[config.mk]
export PLATFORM = sky130hd
export DESIGN_NAME = vx_mul_pipe
export DESIGN_NICKNAME = d
export VERILOG_FILES = /design/src/rtl/vx_mul_pkg.sv /design/src/rtl/vx_mul_pipe_slot.sv /design/src/rtl/vx_mul_pipe.sv
export SDC_FILE = /design/constraint.sdc
export NUM_CORES = 2
export LEC_CHECK = 0
export CAP_MARGIN = 20
export CORE_UTILIZATION = 35
export DETAILED_ROUTE_END_ITERATION = 10
export GPL_TIMING_DRIVEN = 0
export PLACE_DENSITY = 0.5
export SLEW_MARGIN = 25
export SYNTH_ARGS = -nofsm -noshare
export SYNTH_HDL_FRONTEND = slang
export SYNTH_SLANG_ARGS = --single-unit
[constraint.sdc]
create_clock -name clk -period 3 [get_ports clk]
set_clock_uncertainty 0.1 [all_clocks]
set_input_delay 0.45 -clock clk [delete_from_list [all_inputs] [get_ports clk]]
set_output_delay 0.45 -clock clk [all_outputs]
set_load 0.02 [all_outputs]
[src/rtl/vx_mul_pkg.sv]
// rtl/vx_mul_pkg.sv - operand modes, limits and helpers shared by the pipelined multiplier
package vx_mul_pkg;

   typedef enum logic [1:0] {
      MUL_UU   = 2'd0,
      MUL_SS   = 2'd1,
      MUL_SU   = 2'd2,
      MUL_RSVD = 2'd3
   } mul_mode_t;

   localparam int MUL_MAX_LATENCY = 4;

   // Extension bit placed above an operand's MSB when widening it to N+1 bits
   function automatic logic mul_sign_ext(input logic operand, input logic is_signed);
      return operand & is_signed;
   endfunction

   // Operand A is signed for MULH (SS) and MULHSU (SU); reserved mode falls back to UU
   function automatic logic mul_a_signed(input mul_mode_t mode);
      return (mode == MUL_SS) || (mode == MUL_SU);
   endfunction

   // Operand B is signed only for MULH (SS)
   function automatic logic mul_b_signed(input mul_mode_t mode);
      return (mode == MUL_SS);
   endfunction

   // Number of 3:2 compressor levels needed to reduce 'rows' rows down to two
   function automatic int mul_csa_levels(input int rows);
      int cnt;
      int lv;
      cnt = rows;
      lv  = 0;
      while (cnt > 2) begin
         cnt = 2 * (cnt / 3) + (cnt % 3);
         lv  = lv + 1;
      end
      return lv;
   endfunction

endpackage

[src/rtl/vx_mul_pipe_slot.sv]
// rtl/vx_mul_pipe_slot.sv - one pipeline slot: enable-gated valid + payload register
module vx_mul_pipe_slot #(
   parameter int W = 8
) (
   input  logic         clk,
   input  logic         reset_n,
   input  logic         i_en,
   input  logic         i_valid,
   input  logic [W-1:0] i_data,
   output logic         o_valid,
   output logic [W-1:0] o_data
);

   logic         r_valid;
   logic [W-1:0] r_data;

   // Slot advances only when the pipeline is not stalled; reset clears valid and payload
   always_ff @(posedge clk or negedge reset_n) begin
      if (!reset_n) begin
         r_valid <= 1'b0;
         r_data  <= '0;
      end else if (i_en) begin
         r_valid <= i_valid;
         r_data  <= i_data;
      end
   end

   assign o_valid = r_valid;
   assign o_data  = r_data;

endmodule

[src/rtl/vx_mul_pipe.sv]
// rtl/vx_mul_pipe.sv - pipelined UU/SS/SU multiplier with handshake and tag; VX_MUL_PIPE_PERF_EN adds a stall counter
module vx_mul_pipe
   import vx_mul_pkg::*;
#(
   parameter int N       = 32,
   parameter int LATENCY = 2,
   parameter int TAG_W   = 8,
   parameter int CPA_KS  = 1
) (
   input  logic             clk,
   input  logic             reset_n,
   input  logic             valid_in,
   output logic             ready_in,
   input  logic [N-1:0]     a,
   input  logic [N-1:0]     b,
   input  logic [1:0]       mode,
   input  logic             high,
   input  logic [TAG_W-1:0] tag_in,
   output logic             valid_out,
   input  logic             ready_out,
   output logic [N-1:0]     result,
   output logic [TAG_W-1:0] tag_out
`ifdef VX_MUL_PIPE_PERF_EN
   ,
   output logic [31:0]      perf_stall_cycles
`endif
);

   localparam int P_W      = 2 * N;
   localparam int P_ROWS   = N + 2;
   localparam int P_LEVELS = mul_csa_levels(P_ROWS);
   localparam int W_RES    = TAG_W + N;
   localparam int W_S0     = 1 + TAG_W + 2 * P_W;

   if (LATENCY < 1 || LATENCY > MUL_MAX_LATENCY) begin : g_bad_latency
      $error("vx_mul_pipe: LATENCY out of range");
   end

   mul_mode_t        w_mode;
   logic             w_a_ext;
   logic             w_b_ext;
   logic [P_W-1:0]   w_a2;
   logic [P_W-1:0]   w_pp [P_ROWS];
   logic [P_W-1:0]   w_csa_sum;
   logic [P_W-1:0]   w_csa_carry;
   logic [P_W-1:0]   w_cpa_x;
   logic [P_W-1:0]   w_cpa_y;
   logic [P_W-1:0]   w_cpa_sum;
   logic             w_cpa_hi;
   logic [N-1:0]     w_sel;
   logic             w_stall;
   logic             w_adv;
   logic             w_last_vld;
   logic [W_RES-1:0] w_last_res;

   assign w_mode  = mul_mode_t'(mode);
   assign w_a_ext = mul_sign_ext(a[N-1], mul_a_signed(w_mode));
   assign w_b_ext = mul_sign_ext(b[N-1], mul_b_signed(w_mode));
   // A widened to N+1 bits, then sign-extended to the 2N-bit product width
   assign w_a2    = {{N{w_a_ext}}, a};

   // Partial products: N plain rows, the negatively weighted B extension bit as ~row + 1
   always_comb begin
      for (int i = 0; i < N; i++) begin
         w_pp[i] = b[i] ? (w_a2 << i) : '0;
      end
      w_pp[N]   = w_b_ext ? ~(w_a2 << N) : '0;
      w_pp[N+1] = {{(P_W-1){1'b0}}, w_b_ext};
   end

   // Wallace-style CSA tree: each level compresses groups of three rows into sum + carry
   always_comb begin : csa_tree
      logic [P_W-1:0] cur [P_ROWS];
      logic [P_W-1:0] nxt [P_ROWS];
      int cnt;
      int ncnt;
      cur = w_pp;
      cnt = P_ROWS;
      for (int lv = 0; lv < P_LEVELS; lv++) begin
         for (int r = 0; r < P_ROWS; r++) begin
            nxt[r] = '0;
         end
         ncnt = 0;
         for (int g = 0; g + 2 < P_ROWS; g += 3) begin
            if (g + 2 < cnt) begin
               nxt[ncnt]   = cur[g] ^ cur[g+1] ^ cur[g+2];
               nxt[ncnt+1] = ((cur[g] & cur[g+1]) | (cur[g] & cur[g+2]) | (cur[g+1] & cur[g+2])) << 1;
               ncnt        = ncnt + 2;
            end
         end
         for (int r = 0; r < P_ROWS; r++) begin
            if (r >= cnt - (cnt % 3) && r < cnt) begin
               nxt[ncnt] = cur[r];
               ncnt      = ncnt + 1;
            end
         end
         cur = nxt;
         cnt = ncnt;
      end
      w_csa_sum   = cur[0];
      w_csa_carry = cur[1];
   end

   if (CPA_KS != 0) begin : g_cpa_ks
      // Kogge-Stone carry-propagate adder: log2(2N) prefix levels of generate/propagate
      always_comb begin : ks_add
         logic [P_W-1:0] kg;
         logic [P_W-1:0] kp;
         logic [P_W-1:0] kg_n;
         logic [P_W-1:0] kp_n;
         kg = w_cpa_x & w_cpa_y;
         kp = w_cpa_x ^ w_cpa_y;
         for (int d = 1; d < P_W; d = d * 2) begin
            kg_n = kg;
            kp_n = kp;
            for (int i = d; i < P_W; i++) begin
               kg_n[i] = kg[i] | (kp[i] & kg[i-d]);
               kp_n[i] = kp[i] & kp[i-d];
            end
            kg = kg_n;
            kp = kp_n;
         end
         w_cpa_sum = (w_cpa_x ^ w_cpa_y) ^ {kg[P_W-2:0], 1'b0};
      end
   end else begin : g_cpa_beh
      assign w_cpa_sum = w_cpa_x + w_cpa_y;
   end

   assign w_sel   = w_cpa_hi ? w_cpa_sum[P_W-1:N] : w_cpa_sum[N-1:0];

   // The whole pipe freezes only while the last slot holds a result nobody takes
   assign w_stall = valid_out & ~ready_out;
   assign w_adv   = ~w_stall;

   if (LATENCY == 1) begin : g_lat1
      assign w_cpa_x  = w_csa_sum;
      assign w_cpa_y  = w_csa_carry;
      assign w_cpa_hi = high;

      vx_mul_pipe_slot #(.W(W_RES)) u_slot0 (
         .clk     (clk),
         .reset_n (reset_n),
         .i_en    (w_adv),
         .i_valid (valid_in),
         .i_data  ({tag_in, w_sel}),
         .o_valid (w_last_vld),
         .o_data  (w_last_res)
      );
   end else begin : g_latn
      logic             w_s0_vld;
      logic [W_S0-1:0]  w_s0_q;
      logic [TAG_W-1:0] w_s0_tag;
      logic             w_vld [LATENCY-1:1];
      logic [W_RES-1:0] w_dat [LATENCY-1:1];

      // Slot 0 cuts between the CSA tree and the CPA
      vx_mul_pipe_slot #(.W(W_S0)) u_slot0 (
         .clk     (clk),
         .reset_n (reset_n),
         .i_en    (w_adv),
         .i_valid (valid_in),
         .i_data  ({high, tag_in, w_csa_sum, w_csa_carry}),
         .o_valid (w_s0_vld),
         .o_data  (w_s0_q)
      );

      assign w_cpa_hi = w_s0_q[W_S0-1];
      assign w_s0_tag = w_s0_q[W_S0-2 -: TAG_W];
      assign w_cpa_x  = w_s0_q[2*P_W-1 -: P_W];
      assign w_cpa_y  = w_s0_q[P_W-1:0];

      // Slot 1 holds the selected product half
      vx_mul_pipe_slot #(.W(W_RES)) u_slot1 (
         .clk     (clk),
         .reset_n (reset_n),
         .i_en    (w_adv),
         .i_valid (w_s0_vld),
         .i_data  ({w_s0_tag, w_sel}),
         .o_valid (w_vld[1]),
         .o_data  (w_dat[1])
      );

      // Remaining slots only add delay
      for (genvar k = 2; k < LATENCY; k++) begin : g_delay
         vx_mul_pipe_slot #(.W(W_RES)) u_slot (
            .clk     (clk),
            .reset_n (reset_n),
            .i_en    (w_adv),
            .i_valid (w_vld[k-1]),
            .i_data  (w_dat[k-1]),
            .o_valid (w_vld[k]),
            .o_data  (w_dat[k])
         );
      end

      assign w_last_vld = w_vld[LATENCY-1];
      assign w_last_res = w_dat[LATENCY-1];
   end

   assign ready_in  = ~w_stall;
   assign valid_out = w_last_vld;
   assign result    = w_last_res[N-1:0];
   assign tag_out   = w_last_res[W_RES-1:N];

`ifdef VX_MUL_PIPE_PERF_EN
   logic [31:0] r_perf_stall;

   // Saturating count of cycles in which the output is blocked
   always_ff @(posedge clk or negedge reset_n) begin
      if (!reset_n) begin
         r_perf_stall <= '0;
      end else if (w_stall && (r_perf_stall != 32'hFFFF_FFFF)) begin
         r_perf_stall <= r_perf_stall + 32'd1;
      end
   end

   assign perf_stall_cycles = r_perf_stall;
`endif

endmodule

==> flow_summary.ini <==
[setup_path]
path_class = in2reg
crit_slowest_cell = fa_2
worstPathArrival_ps = 6340
critPathMaxFanout = 6
path_delay_family = adder cells
path_depth = 22
slowest_delay_ps = 640
cp-end-kind = flip-flop
start_kind = primary input
cp_num_buf_inv = 5
crit_chain = buf_8 > inv_8 > ha_4 > and2b_4 > clkbuf_16 > and2_4 > fa_1 > fa_2 > inv_4 > fa_2 > fa_2 > fa_2 > inv_4 > fa_2 > fa_2 > xnor2_2 > xnor2_1 > xnor2_1 > xnor2_1 > xnor2_2 > xnor2_2 > o21ai_1
rr_worst_depth = 12
crit_required_ps = 3240
crit_top_cell = fa_2

[logic_synthesis]
synthMostInstantiatedCell = fa_1
synth_top_area_share_pct = 48.7
synthArstFlopShare_pct = 100
ys_top_cells_by_area = fa_1 (49%), dfrtp_1 (9.8%), and2_1 (8.9%)
synthCells = 4890
synth_top_area_cell = fa_1
yosys_warnings = 0
synth-seq-area-share_pct = 9.78
synth_top_cells_by_count = fa_1 (1,101), inv_1 (1,015), nand2_1 (808), and2_1 (642), clkbuf_1 (250)
synthesis.area_um2 = 45300
synthFlopType = dfrtp_1
syn-num-nets = 6273
ys_ff_latch = 177
synth_area_per_cell_um2 = 9.26
synth-edff-count = 0
yosys.cell_types.count = 75

[placed_design]
place.gp.congestion = 0.976
place_inst = 6734
dp_hpwl_um = 146000
numPortBuffers = 113

[job]
maxCapViolCount = 0

[global_routing]
grt_pass1_vias = 37200
grt_overflow = 0
grt_use_total_pct = 27.7
grt_pass1_wl_um = 261000
grt_start_max_net_pins = 86
antenna_found_initial = 7

[floorplan]
dieArea_um2 = 131000
core_um2 = 128000
initial_core_util_pct = 35.4
die_w_um = 362
die_h_um = 362
ios = 121
num_rows = 131

[clock_tree]
cts_tree = done
root_buffer = clkbuf_16
cts_buffers = 17
htreeDepth = 4
insertion_delay_ps = 470
clockBufferDepth = 2
path_clk_slew_ps = 80
clock-sinks = 177

[detailed_routing]
drc = 0
routed_wl_um = 179000
drt_first_pass_iters = 7
postRouteAntennaNets = 0
drtIter0Drc = 2693
vias = 34800
post_drt_wl_per_cell_um = 25.7
via_per_inst = 5.01

[final_layout]
n_fill_cell = 12400
layout.cells.non_filler = 6944
multi_input_area_um2 = 38300
layout.nets = 6581
area_delta_synth_final_pct = 25.2
drive_above_1_share_pct = 22.3
seq_area_um2 = 4430

[status]
status = finished, violations left
failed_checks = setup timing

[sta]
worst_pin_slew_ps = 930
fmax_mhz = 164
slew_headroom_pct = 38.0
rsz0062_at_grt = true
finalHoldViolations = 0
layout_min_cycle_time_ps = 6100
setup_viol = 142
fin_crit_sh_pct = 203
setup_slack_ps = -3100
drv_slew = 0

[hold_path]
hold_path.class = in2async
per-layer routing:
| metal | track usage (%) | part of all wire (%) |
|---|---|---|
| met1 | 39.1 | 44 |
| met2 | 43.4 | 44 |
| met3 | 3.79 | 7.0 |
| met4 | 10.3 | 4.6 |
| met5 | 0 | 0.0073 |
per-stage QoR:
stage / setup TNS, ps / setup WS (ps) / area [µm²] / hold slack [ps] / util, %
floorplan: -264900 / -3190 / 46300 / 54.4 / -
global placement: -1609870 / -6400 / 49600 / 341 / 38.8
detailed placement: -481600 / -4950 / 49700 / 186 / 38.8
CTS: -262190 / -3060 / 55600 / 289 / 43.5
global route: -282510 / -3220 / 56700 / 322 / 44.3
finish: -271450 / -3100 / 56700 / 298 / 44.3
registers in the layout, summed over array words and instances (netlist names):
name	cells
g_latn.u_slot1.o_data	40
g_latn.u_slot1.o_valid	1
g_latn.u_slot0.o_data	135
g_latn.u_slot0.o_valid	1
final cells by class:
type | count | area share [%]
diodes | 4 | 0.0177
plain buffers | 270 | 7.05
clock buffers | 18 | 0.757
clock inverters | 14 | 0.316
inverters | 1015 | 6.80
multi-input cells | 3421 | 67.6
flip-flops and latches | 177 | 7.81
well taps | 1729 | 3.82
repair buffers | 295 | 5.86
repair inverters | 1 | 0.00883
cell usage in the layout (no fill, tap or decap), types with 8 or more instances in the layout:
cell type        count
and2_4             111
nand2_1            740
ha_1               133
nor2_1             118
buf_6               65
xor2_1              45
a21oi_2             29
buf_8               43
a21oi_1             88
nand4_1             20
dfrtp_1            177
clkbuf_8            59
a31oi_1              9
mux2i_1              8
xnor2_1             47
ha_4                64
nand3_1             14
a21o_1              36
and2_1             532
buf_4              118
maj3_1              19
nand2b_1             8
xnor2_2             16
clkdlybuf4s50_1     53
inv_1              904
inv_2              100
o21ai_1             11
clkbuf_1            41
clkbuf_2            16
clkbuf_16          112
o21ai_0             55
clkbuf_4            24
nand2_2             63
fa_1               919
fa_2               182
o21bai_1            12
buf_12              38
final timing paths:
check,startpoint,endpoint,slack [ps]
min in group clk,g_latn.u_slot0.o_valid,g_latn.u_slot0.o_valid,360
max in group asynchronous,reset_n,g_latn.u_slot0.o_data[65],1790
max reg2reg,g_latn.u_slot0.o_data[44],g_latn.u_slot1.o_data[28],-550
min,reset_n,g_latn.u_slot0.o_data[81],300
max,mode[1],g_latn.u_slot0.o_data[127],-3100
min reg2reg,g_latn.u_slot0.o_valid,g_latn.u_slot0.o_valid,360
timing repair:
item | in CTS | in global routing
hold buffers | 1 | 0
setup buffers | 131 | 41
hold endpoints to repair | 20 | 0
gates cloned | 10 | 3
gates resized for setup | 1299 | 277
pin swaps | 287 | 198
endpoints found under the setup margin | 154 | 157
kinds of logic (layout without fill, tap and decap cells):
family                   after synthesis  in the layout  share of synthesized area (%)
AO/OA/AOI/OAI                        314            314                           4.31
AND/OR/NAND/NOR                     1657           1657                           17.8
buffers and inverters               1292           1613                           10.9
other                                  0              4                              0
XOR/XNOR                             114            114                           2.21
adder cells (fa/ha/maj)             1327           1327                           54.8
flip-flops                           177            177                           9.78
multiplexers                           9              9                          0.202
Power is not shown: default switching activity piles up to over one toggle a cycle in this logic, so the estimate is an artifact.
